--- config.mk ---
export PLATFORM = sky130hd
export DESIGN_NAME = uart_rx_flat
export DESIGN_NICKNAME = d
export VERILOG_FILES = /design/src/rtl/uart_pkg.sv /design/src/rtl/uart_rx_if.sv /design/src/rtl/uart_sync.sv /design/src/rtl/uart_rx.sv /design/src/flat_wrapper.sv
export SDC_FILE = /design/constraint.sdc
export NUM_CORES = 1
export LEC_CHECK = 0
export BUFFER_PORTS_ARGS = -buffer_cell sky130_fd_sc_hd__buf_2
export CORE_ASPECT_RATIO = 2
export CORE_MARGIN = 1
export CORE_UTILIZATION = 58
export DETAILED_ROUTE_END_ITERATION = 7
export PLACE_DENSITY_LB_ADDON = 0.25
export SETUP_SLACK_MARGIN = 0.5
export SYNTH_ARGS = -nofsm -noshare
export SYNTH_HDL_FRONTEND = slang
export SYNTH_SLANG_ARGS = --single-unit
--- constraint.sdc ---
create_clock -name i_clk -period 2.2 [get_ports i_clk]
set_clock_uncertainty 0.15 [all_clocks]
set_input_delay 0.33 -clock i_clk [delete_from_list [all_inputs] [get_ports i_clk]]
set_output_delay 0.33 -clock i_clk [all_outputs]
set_load 0.02 [all_outputs]
--- src/rtl/uart_pkg.sv ---
// rtl/uart_pkg.sv - shared UART receiver types and constants
package uart_pkg;

    typedef enum logic [2:0] {
        IDLE,
        START,
        DATA,
        PARITY,
        STOP,
        WAIT_HIGH
    } rx_state_t;

    localparam int   UART_CLKS_PER_BIT = 434;
    localparam logic UART_IDLE_LEVEL   = 1'b1;

endpackage

--- src/rtl/uart_rx_if.sv ---
// rtl/uart_rx_if.sv - receiver-to-FIFO write-port and status bundle
interface uart_rx_if #(
    parameter int WIDTH = 8
);
    logic             i_fifo_full;
    logic [WIDTH-1:0] o_rx_data;
    logic             o_rx_valid;
    logic             o_frame_err;
    logic             o_overrun;
    logic             o_parity_err;
    logic             o_busy;

    modport master (
        input  i_fifo_full,
        output o_rx_data, o_rx_valid, o_frame_err, o_overrun, o_parity_err, o_busy
    );

    modport slave (
        output i_fifo_full,
        input  o_rx_data, o_rx_valid, o_frame_err, o_overrun, o_parity_err, o_busy
    );
endinterface

--- src/rtl/uart_sync.sv ---
// rtl/uart_sync.sv - 2-flop synchronizer, resets to the line idle level
module uart_sync
    import uart_pkg::*;
(
    input  logic clk,
    input  logic rst,
    input  logic d,
    output logic q
);
    logic meta;

    always_ff @(posedge clk) begin
        if (rst) begin
            meta <= UART_IDLE_LEVEL;
            q    <= UART_IDLE_LEVEL;
        end else begin
            meta <= d;
            q    <= meta;
        end
    end
endmodule

--- src/rtl/uart_rx.sv ---
// rtl/uart_rx.sv - 8N1 UART receiver feeding a FIFO write port; UART_RX_PARITY_EN adds a parity bit
module uart_rx
    import uart_pkg::*;
#(
    parameter int WIDTH        = 8,
    parameter int CLKS_PER_BIT = UART_CLKS_PER_BIT
`ifdef UART_RX_PARITY_EN
    ,
    parameter int PARITY_ODD   = 0
`endif
) (
    input  logic     i_clk,
    input  logic     i_rst,
    input  logic     i_rx,
    uart_rx_if.master rx_if
);
    localparam int CW = $clog2(CLKS_PER_BIT);
    localparam int BW = $clog2(WIDTH);
    localparam logic [CW-1:0] HALF_LAST = CW'(CLKS_PER_BIT / 2 - 1);
    localparam logic [CW-1:0] BIT_LAST  = CW'(CLKS_PER_BIT - 1);
    localparam logic [BW-1:0] LAST_BIT  = BW'(WIDTH - 1);

    logic             rx_s;
    rx_state_t        state_q, state_d;
    logic [CW-1:0]    cyc_q, cyc_d;
    logic [BW-1:0]    bit_q, bit_d;
    logic [WIDTH-1:0] shift_q, shift_d;
    logic [WIDTH-1:0] data_q, data_d;
    logic             valid_q, valid_d;
    logic             ferr_q, ferr_d;
    logic             ovr_q, ovr_d;
    logic             perr_q, perr_d;
    logic             par_bad_q, par_bad_d;

    uart_sync u_sync (
        .clk (i_clk),
        .rst (i_rst),
        .d   (i_rx),
        .q   (rx_s)
    );

    always_ff @(posedge i_clk) begin
        if (i_rst) begin
            state_q   <= IDLE;
            cyc_q     <= '0;
            bit_q     <= '0;
            shift_q   <= '0;
            data_q    <= '0;
            valid_q   <= 1'b0;
            ferr_q    <= 1'b0;
            ovr_q     <= 1'b0;
            perr_q    <= 1'b0;
            par_bad_q <= 1'b0;
        end else begin
            state_q   <= state_d;
            cyc_q     <= cyc_d;
            bit_q     <= bit_d;
            shift_q   <= shift_d;
            data_q    <= data_d;
            valid_q   <= valid_d;
            ferr_q    <= ferr_d;
            ovr_q     <= ovr_d;
            perr_q    <= perr_d;
            par_bad_q <= par_bad_d;
        end
    end

    always_comb begin
        state_d   = state_q;
        cyc_d     = cyc_q;
        bit_d     = bit_q;
        shift_d   = shift_q;
        data_d    = data_q;
        valid_d   = 1'b0;
        ferr_d    = 1'b0;
        ovr_d     = 1'b0;
        perr_d    = 1'b0;
        par_bad_d = par_bad_q;
        case (state_q)
            IDLE: begin
                if (rx_s != UART_IDLE_LEVEL) begin
                    state_d = START;
                    cyc_d   = '0;
                end
            end
            START: begin
                // A start bit that is gone by mid-bit was a glitch
                if (cyc_q == HALF_LAST) begin
                    cyc_d = '0;
                    if (rx_s != UART_IDLE_LEVEL) begin
                        state_d = DATA;
                        bit_d   = '0;
                    end else begin
                        state_d = IDLE;
                    end
                end else begin
                    cyc_d = cyc_q + 1'b1;
                end
            end
            DATA: begin
                if (cyc_q == BIT_LAST) begin
                    cyc_d          = '0;
                    shift_d[bit_q] = rx_s;
                    if (bit_q == LAST_BIT) begin
`ifdef UART_RX_PARITY_EN
                        state_d = PARITY;
`else
                        state_d = STOP;
`endif
                    end else begin
                        bit_d = bit_q + 1'b1;
                    end
                end else begin
                    cyc_d = cyc_q + 1'b1;
                end
            end
`ifdef UART_RX_PARITY_EN
            PARITY: begin
                if (cyc_q == BIT_LAST) begin
                    cyc_d     = '0;
                    par_bad_d = rx_s ^ (^shift_q) ^ PARITY_ODD[0];
                    state_d   = STOP;
                end else begin
                    cyc_d = cyc_q + 1'b1;
                end
            end
`endif
            STOP: begin
                if (cyc_q == BIT_LAST) begin
                    cyc_d = '0;
                    if (rx_s == UART_IDLE_LEVEL) begin
                        state_d = IDLE;
                        if (par_bad_q) begin
                            perr_d = 1'b1;
                        end else if (rx_if.i_fifo_full) begin
                            ovr_d = 1'b1;
                        end else begin
                            valid_d = 1'b1;
                            data_d  = shift_q;
                        end
                    end else begin
                        ferr_d  = 1'b1;
                        state_d = WAIT_HIGH;
                    end
                    par_bad_d = 1'b0;
                end else begin
                    cyc_d = cyc_q + 1'b1;
                end
            end
            WAIT_HIGH: begin
                // Hold off through a break so it reports a single error
                if (rx_s == UART_IDLE_LEVEL) begin
                    state_d = IDLE;
                end
            end
            default: state_d = IDLE;
        endcase
    end

    assign rx_if.o_rx_data    = data_q;
    assign rx_if.o_rx_valid   = valid_q;
    assign rx_if.o_frame_err  = ferr_q;
    assign rx_if.o_overrun    = ovr_q;
    assign rx_if.o_parity_err = perr_q;
    assign rx_if.o_busy       = (state_q != IDLE);
endmodule

--- src/flat_wrapper.sv ---
// flat-port wrapper written by rule: the top's interface ports become plain ports
module uart_rx_flat import uart_pkg::*;
#(
    parameter int WIDTH        = 8,
    parameter int CLKS_PER_BIT = UART_CLKS_PER_BIT

)
  (i_clk, i_rst, i_rx, rx_if_i_fifo_full, rx_if_o_rx_data, rx_if_o_rx_valid, rx_if_o_frame_err, rx_if_o_overrun, rx_if_o_parity_err, rx_if_o_busy);
  uart_rx_if #(.WIDTH(WIDTH)) rx_if_i ();
  input  logic i_clk;
  input  logic i_rst;
  input  logic i_rx;
  input wire logic [$bits(rx_if_i.i_fifo_full)-1:0] rx_if_i_fifo_full;
  output wire logic [$bits(rx_if_i.o_rx_data)-1:0] rx_if_o_rx_data;
  output wire logic [$bits(rx_if_i.o_rx_valid)-1:0] rx_if_o_rx_valid;
  output wire logic [$bits(rx_if_i.o_frame_err)-1:0] rx_if_o_frame_err;
  output wire logic [$bits(rx_if_i.o_overrun)-1:0] rx_if_o_overrun;
  output wire logic [$bits(rx_if_i.o_parity_err)-1:0] rx_if_o_parity_err;
  output wire logic [$bits(rx_if_i.o_busy)-1:0] rx_if_o_busy;
  assign rx_if_i.i_fifo_full = rx_if_i_fifo_full;
  assign rx_if_o_rx_data = rx_if_i.o_rx_data;
  assign rx_if_o_rx_valid = rx_if_i.o_rx_valid;
  assign rx_if_o_frame_err = rx_if_i.o_frame_err;
  assign rx_if_o_overrun = rx_if_i.o_overrun;
  assign rx_if_o_parity_err = rx_if_i.o_parity_err;
  assign rx_if_o_busy = rx_if_i.o_busy;
  uart_rx #(.WIDTH(WIDTH), .CLKS_PER_BIT(CLKS_PER_BIT)) u_core (.i_clk(i_clk), .i_rst(i_rst), .i_rx(i_rx), .rx_if(rx_if_i));
endmodule
* After elaboration in Yosys (flattened, before gate mapping)
Index checks and enable logic that the tools add are counted.
W data, S select, Z words.
** Word-level totals
- Register bits :: 36
- Latch bits :: 0
- Memory bits (writable) :: 0
- Memory bits (read-only) :: 0
- Bits of input ports :: 4
- Output and inout bits :: 13
- Word-level logic and storage cells :: 70
- Memories kept :: 0
** Cells by class
- Add/subtract/negate cells :: 2
- Multipliers :: 0
- Div/mod/pow operators :: 0
- $lt $le $gt $ge :: 2
- Eq/ne operators :: 15
- Shifts and indexed selects :: 0
- Muxes and demuxes :: 24
- Bitwise logic cells :: 4
- Reduce and logical (&&, ||, !) cells :: 13
** Operators by type and width (count)
- $mux W3 :: 11
- $mux W9 :: 3
- $pmux W9 S3 :: 1
- $pmux W3 S5 :: 1
- $add A9 B1 Y9 const B :: 1
- $eq A3 B3 Y1 const B :: 3
- $eq A9 B8 Y1 const B :: 1
- $eq A9 B9 Y1 const B :: 1
- $bwmux W8 :: 1
- $ne A2 B1 Y1 const B :: 4
- $ne A2 B2 Y1 const B :: 4
- $pmux W3 S2 :: 1
- $reduce_and A6 Y1 :: 1
- $reduce_bool A3 Y1 :: 2
- $reduce_and A5 Y1 :: 1
- $lt A3 B4 Y1 const B :: 1
- $mux W1 :: 4
- $not A1 Y1 :: 4
- $reduce_and A2 Y1 :: 2
- $reduce_and A4 Y1 :: 1
- $reduce_or A4 Y1 :: 1
- $add A3 B1 Y3 const B :: 1
- $demux W1 S3 :: 1
- $eq A3 B1 Y1 const B :: 1
- 8 further kinds :: 8

* Longest topological paths before layout
Gate-level depths: netlist of the first run.
- Depth in word-level cells :: 5
- Mapped depth :: 8
- Depth with buffers taken out :: 7

* Cells and area by module
Synthesis of the first run repeated with hierarchy kept, for this count alone.
** Second synthesis, totals
- Cells, all modules :: 207
- Area, all modules :: 1906.8 um^2
** Modules (own cells, without submodules)
- uart_rx :: times used 1, cells each 203, area an instance 1854.3 um^2, seq. area each 680.7 um^2
- uart_sync :: times used 1, cells each 4, area an instance 52.6 um^2, seq. area each 40.0 um^2

* Worst setup path after synthesis of the first run
Ideal clock, no wire load.
- Path type :: reg-to-reg
- Start :: reg u_core.cyc_q[1]
- End :: reg u_core.data_q[0], in the netlist u_core.rx_if.o_rx_data[0]
- Setup time :: 128 ps
- Arrival :: 1511 ps
- Data required time :: 1922 ps
- Slack :: 412 ps
- Stages on the path, launching flop included :: 9
- Buffers on the path :: 1
- Clock period less this slack :: 1788 ps
- Cells stage by stage :: dfxtp_1 -> inv_1 -> ha_1 -> and4bb_4 -> nand2_4 -> nor4_4 -> buf_6 -> mux2i_1 -> nor2_1
** On the way
- Longest elaborated chain between the ends :: 2
** Ends and longest elaborated chain
- from (decl) :: line uart_rx.sv:25 : logic [CW-1:0] cyc_q, cyc_d;
- from (signal assigned) :: line uart_rx.sv:56 : cyc_q <= cyc_d;
- $eq A9 B9 Y1 :: line uart_rx.sv:129 : if (cyc_q == BIT_LAST) begin
- $reduce_and A4 Y1 (no line)
- to (signal assigned) :: line uart_rx.sv:59 : data_q <= data_d;
- to (decl) :: line uart_rx.sv:28 : logic [WIDTH-1:0] data_q, data_d;
Every way passes these cells.
A chain may end at the register's enable or synchronous reset.

* Final worst setup path of the first run
Same ends and word-level chain as after synthesis.

==> results of run 1 <==
-- cells by family (layout without fill, tap and decap cells) --
group,after synthesis,in the layout,synth area share
other cells,1,1,0.00202
xor+xnor,2,2,0.00944
buf+inv,19,45,0.0526
mux,16,16,0.0863
flops,36,36,0.388
compound gates,25,25,0.0991
fa+ha+maj,5,5,0.0337
simple gates,102,102,0.329
-- flip-flops by register name, summed over array words and instances, names as in the netlist --
signal                    flops
u_core.rx_if.o_rx_data        8
u_core.rx_if.o_overrun        1
u_core.cyc_q                  9
u_core.u_sync.meta            1
u_core.rx_if.o_frame_err      1
u_core.bit_q                  3
u_core.u_sync.q               1
u_core.state_q                3
u_core.rx_if.o_rx_valid       1
u_core.shift_q                8
-- worst max-delay path, delay by kind of cell (launching register included) --
family,cells,cell delay [ns]
and+or+nand+nor,4,0.61
DFF,1,0.35
buffers and inverters,2,0.29
muxes,1,0.19
adders and majority gates,1,0.11
-- through the flow --
stage / total power [mW] / util
floorplan: 0.736 / -
global placement: 0.753 / 0.653
detailed placement: 0.757 / 0.653
CTS: 1.33 / 0.729
global route: 1.38 / 0.748
finish: 1.33 / 0.748
-- per-layer routing --
metal	wire length, um	share of wire
met5	0	0
met4	152	0.033
met3	137	0.030
met2	2780	0.60
met1	1530	0.33
-- final cells by class --
class / instances / area [um^2]
multi-input cells: 151 / 1130
fillers: 222 / 759
flip-flops and latches: 36 / 743
repair buffers: 33 / 215
clock buffers: 5 / 68.8
clock inverters: 3 / 41.3
well taps: 30 / 37.5
inverters: 4 / 17.5
-- power by group --
part / total, mW / switching, mW / internal, mW
combinational: 0.0893 / 0.0556 / 0.0337
clock: 0.580 / 0.244 / 0.336
sequential: 0.663 / 0.0105 / 0.653
-- cells in the final DEF (no fill, tap or decap), types with 2 or more instances in the layout --
| cell type | count |
|---|---|
| a22oi_2 | 2 |
| o21ai_1 | 2 |
| mux2i_1 | 15 |
| buf_2 | 16 |
| nand2b_1 | 4 |
| clkbuf_8 | 5 |
| and2_1 | 2 |
| dfxtp_4 | 4 |
| nor3b_1 | 2 |
| ha_2 | 2 |
| ha_1 | 2 |
| inv_1 | 2 |
| dfxtp_1 | 26 |
| a31oi_1 | 6 |
| nand3_1 | 18 |
| and4b_2 | 2 |
| nor2b_1 | 2 |
| nor2_1 | 20 |
| nand2_1 | 16 |
| a21oi_1 | 7 |
| dfxtp_2 | 6 |
| and3_2 | 2 |
| nor4_1 | 2 |
| nand4_1 | 2 |
| nand3b_1 | 5 |
| nor3b_2 | 3 |
| buf_6 | 2 |
| or3_1 | 5 |
| or2_2 | 2 |
| inv_4 | 2 |
| buf_4 | 15 |
-- timing repair --
action | CTS | global route
resized for setup | 23 | 12
pin swaps | 8 | 4
endpoints found under the setup margin | 31 | 33
setup buffers | 6 | 3
gates cloned | 1 | 1
-- worst max-delay path by stage --
stage	cells past startpoint	slack (ns)	from	endpoint
floorplan	8	0.42	u_core.cyc_q[1]$_SDFFE_PP0P_	u_core.rx_if.o_rx_data[0]$_SDFFE_PP0P_
global placement	8	0.29	u_core.cyc_q[1]$_SDFFE_PP0P_	u_core.rx_if.o_rx_data[2]$_SDFFE_PP0P_
detailed placement	8	0.20	u_core.cyc_q[1]$_SDFFE_PP0P_	u_core.rx_if.o_rx_data[2]$_SDFFE_PP0P_
CTS	8	0.39	u_core.cyc_q[1]$_SDFFE_PP0P_	u_core.rx_if.o_rx_data[2]$_SDFFE_PP0P_
global route	8	0.29	u_core.cyc_q[0]$_SDFFE_PP0P_	u_core.cyc_q[5]$_SDFFE_PP0P_
finish	8	0.39	u_core.cyc_q[1]$_SDFFE_PP0P_	u_core.rx_if.o_rx_data[0]$_SDFFE_PP0P_
==> results.py, run 1 <==
metrics = {
    "sta": {
        "period_minus_slack_ns": 1.81,
        "worst_hold_slack_ns": 0.0721,
        "drv_slew": 0,
        "fmax_ghz": 0.552,
        "timing.final.crit_share": 0.824,
        "finalHoldViolCount": 0,
        "setup_viol": 0,
        "grt_setup_unrepaired": "yes",
        "fin_ws_ns": 0.388,
        "final.setup.tns_ns": 0,
    },
    "die": {
        "die_area_um2": 3450,
        "die_w_um": 42.0,
        "top_level_ports": 17,
        "fp.dieH_um": 82.0,
        "rows": 28,
        "core_area_um2": 3010,
        "start_util": 0.616,
    },
    "logic_synthesis": {
        "synth_top_area_cell": "dfxtp_1",
        "synth_nets": 215,
        "synth_edf_count": 0,
        "synth-async-reset-ratio": 0,
        "synth_cell_types": 47,
        "yosysMostFrequentCell": "dfxtp_1",
        "ys_seq_elements": 36,
        "ys_top_cells_by_count": "36 x dfxtp_1, 20 x nor2_1, 19 x nand3_1, 16 x mux2i_1, 16 x nand2_1",
        "ys_seq_area_frac": 0.388,
        "synthCells": 206,
        "synth.avg_cell_area_um2": 9.01,
        "synth_area_um2": 1860,
        "synth_area_leaders": "dfxtp_1 39%, mux2i_1 8.6%, nand3_1 5.1%, nor2_1 4.0%, ha_1 3.4%",
        "synthFlopType": "dfxtp_1",
        "yosys_warnings": 0,
        "synth_top_area_frac": 0.388,
    },
    "min_path": {
        "min_path_cells": 2,
        "min_path_type": "input pin to flop",
        "min_from": "i_rx",
        "hold_path_end": "u_core.u_sync.meta$_SDFF_PP1_",
    },
    "routing": {
        "drtAntennaViolNets": 0,
        "dr.pass1.iters": 4,
        "wl_per_cell_um": 17.6,
        "totalWireLength_um": 4600,
        "vias": 1630,
        "drt_iter0_drc": 47,
        "route.detailed.drc": 0,
        "via_per_inst": 6.22,
    },
    "power_and_ir_drop": {
        "p_per_area_nw_per_um2": 591,
        "p_leak_nw": 0.874,
        "irDropWorstVdd_mv": 0.447,
    },
    "global_routing": {
        "antenna_found_initial": 0,
        "grtUsageMet1": 0.239,
        "grt_pass1_vias": 1619,
        "gr-total-overflow": 0,
        "grt.busiest_layer": "met2",
        "grtUsageTotal": 0.278,
        "use_met3": 0.0505,
        "grt_use_met2": 0.580,
        "grt_start_max_net_pins": 30,
        "grt_pass1_wl_um": 7220,
    },
    "clock_network": {
        "clk_latency_ns": 0.29,
        "cts_tree": "built",
        "cts.sinks": 36,
        "clk_pin_slew_ns": 0.08,
        "cts_made_buffers": 5,
        "postCtsHoldBufs": 0,
        "htreeDepth": 2,
        "max-clock-path-buffers": 2,
        "cts_root_buf": "clkbuf_8",
    },
    "cells_and_area": {
        "area_growth_syn_to_layout_pct": 21.4,
        "diodes": 0,
        "design_area_um2": 2250,
        "drive_above_1_share": 0.353,
        "final_cells": 262,
        "nNetsFinal": 240,
    },
    "place": {
        "io_buffers": 15,
        "gp_congestion": 0.913,
        "dp_hpwl_um": 3230,
        "dp_slack_ns": 0.203,
        "dp_cells": 243,
        "dpl_cell_area_um2": 1970,
    },
    "worst_setup_path": {
        "worstPathCellList": "inv_4 > ha_4 > and4bb_4 > nand2_4 > nor4_4 > buf_2 > mux2i_1 > nor2_1",
        "critPathMaxStageDelay_ns": 0.35,
        "worstPathMaxFanout": 4,
        "rr_worst_depth": 8,
        "start_kind": "flop",
        "worstReg2RegStart": "u_core.cyc_q[1]$_SDFFE_PP0P_",
        "critical_path_class": "flop to flop",
        "ff2ff_setup_slack_ns": 0.39,
        "cp_data_arrival_time_ns": 1.82,
        "worstSetupEndpointType": "flop",
        "regToRegEndpoint": "u_core.rx_if.o_rx_data[0]$_SDFFE_PP0P_",
        "worstPathRequired_ns": 2.21,
        "crit_slowest_cell": "dfxtp_4",
    },
    "outcome": {
        "status": "complete, no violations",
    },
    "job": {
        "drv_cap": 0,
    },
}
Note: power is estimated with default switching activity, not from simulation.
==> inputs of run 2 (changes only) <==
- CORE_UTILIZATION: 58 -> 52
- clock period: 2.2 -> 1.5 ns (I/O delays scaled with it)
==> run 2 against run 1 <==
The flow now finishes with violations (negative hold slack, negative setup slack). Register-to-register slack worse by 0.78 ns. Worst setup slack worse by 0.78 ns. Sequential power is 46% higher. Critical path depth shrank 1. Routed wire length increased by 22%. Worst hold slack worse by 0.092 ns. Global-route usage rose by 1.8 points. Die area is 11% higher. Power up 54%. Largest power group unchanged.
==> results.py, run 2 (same netlist as run 1, synthesis figures left out) <==
metrics = {
    "outcome": {
        "status": "finished, violations left",
        "violations": "negative hold slack, negative setup slack",
    },
    "global_routing": {
        "antenna_found_initial": 0,
        "grt_pass1_wl_um": 8350,
        "gr-total-overflow": 0,
        "grt_start_max_net_pins": 21,
        "grt_pass1_vias": 1810,
        "grtUsageTotal": 0.296,
    },
    "worst_setup_path": {
        "crit_slowest_cell": "or3_4",
        "path_buf_inv": 1,
        "worstPathCellList": "inv_4 > ha_4 > and4b_1 > and2_4 > a2bb2oi_4 > or3_4 > a31oi_1",
        "critPathMaxStageDelay_ns": 0.40,
        "critical_path_class": "flop to flop",
        "worstPathRequired_ns": 1.57,
        "worstPathMaxFanout": 7,
        "start_kind": "flop",
        "cp_data_arrival_time_ns": 1.96,
        "cpLargestDelayFamily": "simple AND/OR/NAND/NOR gates",
        "worstSetupEndpointType": "flop",
    },
    "sta": {
        "finalHoldViolCount": 1,
        "final.setup.tns_ns": -10.18,
        "worst_hold_slack_ns": -0.0198,
        "period_minus_slack_ns": 1.90,
        "setup_viol": 35,
        "grt_setup_unrepaired": "yes",
        "fmax_ghz": 0.528,
        "fin_ws_ns": -0.395,
        "timing.final.crit_share": 1.26,
        "drv_slew": 0,
    },
    "cells_and_area": {
        "area_growth_syn_to_layout_pct": 50.9,
        "drive_above_1_share": 0.535,
        "top_register": "u_core.cyc_q",
        "largest_reg_flops": 9,
        "fin_util": 0.820,
        "final_common_cell": "buf_4",
        "nNetsFinal": 279,
        "layout_common_cells": "44 x buf_4, 22 x buf_6, 18 x nor2_1",
        "final_cells": 319,
        "diodes": 0,
    },
    "clock_network": {
        "clk_latency_ns": 0.29,
        "max-clock-path-buffers": 2,
        "cts_root_buf": "clkbuf_8",
        "cts.sinks": 36,
        "clk_pin_slew_ns": 0.08,
        "cts_made_buffers": 5,
        "htreeDepth": 2,
        "cts_tree": "built",
    },
    "place": {
        "dp_hpwl_um": 3340,
        "gp_congestion": 0.865,
        "dp_slack_ns": -0.363,
        "dp_cells": 296,
        "io_buffers": 15,
    },
    "routing": {
        "vias": 1815,
        "totalWireLength_um": 5620,
        "drt_iter0_drc": 74,
        "wl_per_cell_um": 17.6,
        "route.detailed.drc": 0,
        "via_per_inst": 5.69,
        "drtAntennaViolNets": 0,
        "dr.pass1.iters": 6,
    },
    "die": {
        "rows": 30,
        "die_w_um": 44.3,
        "core_area_um2": 3420,
        "die_area_um2": 3830,
        "top_level_ports": 17,
        "fp.dieH_um": 86.5,
        "start_util": 0.544,
    },
    "power_and_ir_drop": {
        "p_leak_nw": 1.11,
        "totalPowerFinal_mw": 2.05,
        "irDropWorstVdd_mv": 0.844,
        "p_per_area_nw_per_um2": 732,
    },
    "min_path": {
        "min_path_type": "input pin to flop",
    },
    "job": {
        "drv_cap": 0,
    },
}
run 2: cell types whose count changed in the layout (fill, tap and decap cells not counted), moves of 3 or more:
cell / before / now
dfxtp_2: 6 / 17
nand3_1: 18 / 15
dfxtp_1: 26 / 17
buf_4: 15 / 44
buf_6: 2 / 22
nand2_1: 16 / 13
a21oi_2: 0 / 4
nand3_2: 1 / 4
buf_2: 16 / 3
a21oi_1: 7 / 3
run 2: power breakdown:
group	leakage, nW	internal [mW]	switching (mW)
sequential	0.301	0.961	0.0107
combinational	0.752	0.109	0.115
clock	0.0541	0.492	0.363
run 2: timing repair:
action                                 4_1_cts  5_1_grt
endpoints found under the hold margin        1        1
setup endpoints to repair                   46       46
cloned                                       2        0
buffers inserted                             8        5
pin swaps                                   14       10
gates resized for setup                     63       18
run 2: area by class of cell:
| class | instances | area (um^2) |
|---|---|---|
| inverters | 4 | 20.0 |
| fillers | 182 | 614 |
| clock inverters | 3 | 42.5 |
| multi-input cells | 152 | 1230 |
| well taps | 48 | 60.1 |
| repair buffers | 71 | 633 |
| flip-flops and latches | 36 | 749 |
| clock buffers | 5 | 68.8 |
run 2: routing by layer:
| layer | wire length [um] | share of wire | track usage | vias up |
|---|---|---|---|---|
| met5 | 0 | 0 | 0 | - |
| met4 | 355 | 0.063 | 0.176 | 0 |
| met3 | 182 | 0.032 | 0.0479 | 30 |
| met2 | 3240 | 0.58 | 0.559 | 69 |
| met1 | 1840 | 0.33 | 0.276 | 858 |
| li1 | - | - | - | 858 |
run 2: metrics by stage:
stage / cell area [um^2] / hold WS, ns
6_report: 2800 / -0.0198
5_1_grt: 2800 / -0.0226
4_1_cts: 2690 / -0.0231
3_5_place_dp: 2320 / 0.258
3_3_place_gp: 2320 / 0.242
2_1_floorplan: 1960 / 0.179
run 2: path summary, 6_finish.rpt:
check / startpoint / to / slack, ns / cells after the start
max reg2reg: u_core.cyc_q[1]$_SDFFE_PP0P_ / u_core.cyc_q[3]$_SDFFE_PP0P_ / -0.40 / 7
min reg2reg: u_core.u_sync.meta$_SDFF_PP1_ / u_core.u_sync.q$_SDFF_PP1_ / 0.27 / 1
min: i_rx / u_core.u_sync.meta$_SDFF_PP1_ / -0.02 / 2
max: u_core.cyc_q[1]$_SDFFE_PP0P_ / u_core.cyc_q[3]$_SDFFE_PP0P_ / -0.40 / 7
run 2: worst reg2reg max path, stage by stage, from the launching register on:
cell and delay [ns]:
dfxtp_2 0.38, inv_4 0.06, ha_4 0.15, and4b_1 0.20, and2_4 0.16, a2bb2oi_4 0.17
or3_4 0.40, a31oi_1 0.15
==> inputs of run 3 (changes only) <==
- CORE_UTILIZATION: 52 -> 58
- clock period: 1.5 -> 1.9 ns (I/O delays scaled with it)
==> run 3 against run 2 <==
The run ends with negative setup slack left. Clock power fell by 34%. Routed wire length fell by 16%. Design area shrank 16%. Non-clock buffer count shrank 26. Utilization fell by 3.7 points. Sequential share of layout area up 4.6 points.
==> results.py, run 3 (same netlist as run 1, synthesis figures left out) <==
metrics = {
    "outcome": {
        "status": "finished, violations left",
        "violations": "negative setup slack",
    },
    "routing": {
        "dr.pass1.iters": 7,
        "via_per_inst": 6.16,
        "drt_iter0_drc": 62,
        "totalWireLength_um": 4700,
        "wl_per_cell_um": 17.1,
        "vias": 1687,
        "drtAntennaViolNets": 0,
        "route.detailed.drc": 0,
    },
    "die": {
        "fp.dieH_um": 82.0,
        "core_area_um2": 3010,
        "die_w_um": 42.0,
        "start_util": 0.616,
        "rows": 28,
        "die_area_um2": 3450,
        "top_level_ports": 17,
    },
    "sta": {
        "worst_pin_slew_ns": 0.630,
        "finalHoldViolCount": 0,
        "fmax_ghz": 0.516,
        "setup_viol": 3,
        "timing.final.crit_share": 1.02,
        "period_minus_slack_ns": 1.94,
        "grt_setup_unrepaired": "yes",
        "fin_ws_ns": -0.0398,
        "drv_slew": 0,
        "slew_headroom": 0.580,
    },
    "min_path": {
        "min_from": "i_rx",
        "min_path_cells": 2,
        "hold_path_end": "u_core.u_sync.meta$_SDFF_PP1_",
        "min_path_type": "input pin to flop",
    },
    "worst_setup_path": {
        "cpLargestDelayFamily": "simple AND/OR/NAND/NOR gates",
        "crit_slowest_cell": "dfxtp_4",
        "cp_data_arrival_time_ns": 1.94,
        "worstPathRequired_ns": 1.90,
        "critical_path_class": "flop to flop",
        "rr_worst_depth": 7,
        "ff2ff_setup_slack_ns": -0.04,
        "regToRegEndpoint": "u_core.rx_if.o_rx_data[1]$_SDFFE_PP0P_",
        "path_buf_inv": 1,
        "worstReg2RegStart": "u_core.cyc_q[0]$_SDFFE_PP0P_",
        "worstPathCellList": "ha_4 > and4bb_4 > nand2_4 > nor4_4 > buf_12 > mux2i_1 > nor2_1",
        "critPathMaxStageDelay_ns": 0.39,
        "worstPathMaxFanout": 9,
        "start_kind": "flop",
        "worstSetupEndpointType": "flop",
    },
    "clock_network": {
        "cts_made_buffers": 5,
        "cts_tree": "built",
        "cts.sinks": 36,
        "htreeDepth": 2,
        "cts_root_buf": "clkbuf_8",
        "clk_pin_slew_ns": 0.08,
        "max-clock-path-buffers": 2,
        "clk_latency_ns": 0.29,
    },
    "global_routing": {
        "grtUsageTotal": 0.287,
        "grt_start_max_net_pins": 37,
        "antenna_found_initial": 0,
        "grt_pass1_vias": 1676,
        "grt_pass1_wl_um": 7530,
        "gr-total-overflow": 0,
    },
    "cells_and_area": {
        "final_common_cell": "dfxtp_1",
        "nNetsFinal": 252,
        "diodes": 0,
        "top_register": "u_core.cyc_q",
        "area_growth_syn_to_layout_pct": 27.1,
        "largest_reg_flops": 9,
        "layout_common_cells": "29 x dfxtp_1, 23 x buf_4, 19 x nand3_1",
        "drive_above_1_share": 0.377,
        "fin_util": 0.783,
    },
    "power_and_ir_drop": {
        "irDropWorstVdd_mv": 0.839,
        "p_leak_nw": 0.950,
        "p_per_area_nw_per_um2": 620,
    },
    "job": {
        "drv_cap": 0,
    },
    "place": {
        "io_buffers": 15,
        "dp_hpwl_um": 2990,
        "dp_slack_ns": 0.00800,
        "gp_congestion": 0.818,
    },
}
-- run 3: changes by cell type in the layout (fill, tap and decap cells not counted), sizes merged --
cell,delta
bufinv,-1
clkinv,+1
buf,-26
o211ai,-1
clkbuf,+1
clkinvlp,-1
-- run 3: final cells by class --
cell class	count	area (um^2)
inverters	4	22.5
clock inverters	2	10.0
clock buffers	6	82.6
well taps	30	37.5
multi-input cells	151	1130
fillers	203	653
flip-flops and latches	36	739
repair buffers	45	335
-- run 3: timing repair --
item	in CTS	in global routing
cloned	1	0
endpoints found under the setup margin	35	35
pin swaps	8	6
resized for setup	21	10
hold buffers	0	0
buffers inserted	6	5
-- run 3: power breakdown --
part,total [mW],switching (mW),leakage (nW),internal (mW)
registers,0.767,0.00979,0.295,0.757
logic,0.132,0.0752,0.604,0.0573
clock network,0.563,0.274,0.0510,0.289
-- run 3: how the worst max path moves through the flow --
| stage | start | end | slack [ns] | cells after the start |
|---|---|---|---|---|
| 5_1_grt | u_core.cyc_q[0]$_SDFFE_PP0P_ | u_core.rx_if.o_rx_data[1]$_SDFFE_PP0P_ | -0.10 | 7 |
| 3_3_place_gp | u_core.cyc_q[4]$_SDFFE_PP0P_ | u_core.rx_if.o_rx_data[3]$_SDFFE_PP0P_ | 0.06 | 6 |
| 4_1_cts | u_core.cyc_q[1]$_SDFFE_PP0P_ | u_core.rx_if.o_rx_data[1]$_SDFFE_PP0P_ | 0.006 | 8 |
| 2_1_floorplan | u_core.cyc_q[1]$_SDFFE_PP0P_ | u_core.rx_if.o_rx_data[0]$_SDFFE_PP0P_ | 0.12 | 8 |
| 3_5_place_dp | u_core.cyc_q[4]$_SDFFE_PP0P_ | u_core.rx_if.o_rx_data[2]$_SDFFE_PP0P_ | 0.008 | 6 |
| 6_report | u_core.cyc_q[0]$_SDFFE_PP0P_ | u_core.rx_if.o_rx_data[1]$_SDFFE_PP0P_ | -0.04 | 7 |
-- run 3: stage by stage --
stage | cell area, um^2 | setup TNS (ns) | hold slack [ns] | total power, mW | instances
2_1_floorplan | 1920 | 0 | 0.239 | 0.859 | 206
3_3_place_gp | 2090 | 0 | 0.242 | 0.880 | 254
3_5_place_dp | 2090 | 0 | 0.274 | 0.883 | 254
4_1_cts | 2290 | 0 | 0.0369 | 1.46 | 269
5_1_grt | 2360 | -0.799 | 0.0321 | 1.51 | 274
6_report | 2360 | -0.0586 | 0.0394 | 1.46 | 274
-- run 3: layer usage --
layer | global-route usage | vias to the layer above | routed length [um] | share of wire
met3 | 0.0484 | 14 | 161 | 0.034
met4 | 0.200 | 0 | 148 | 0.032
met1 | 0.300 | 819 | 1710 | 0.36
li1 | - | 799 | - | -
met5 | 0 | - | 0 | 0
met2 | 0.511 | 55 | 2680 | 0.57
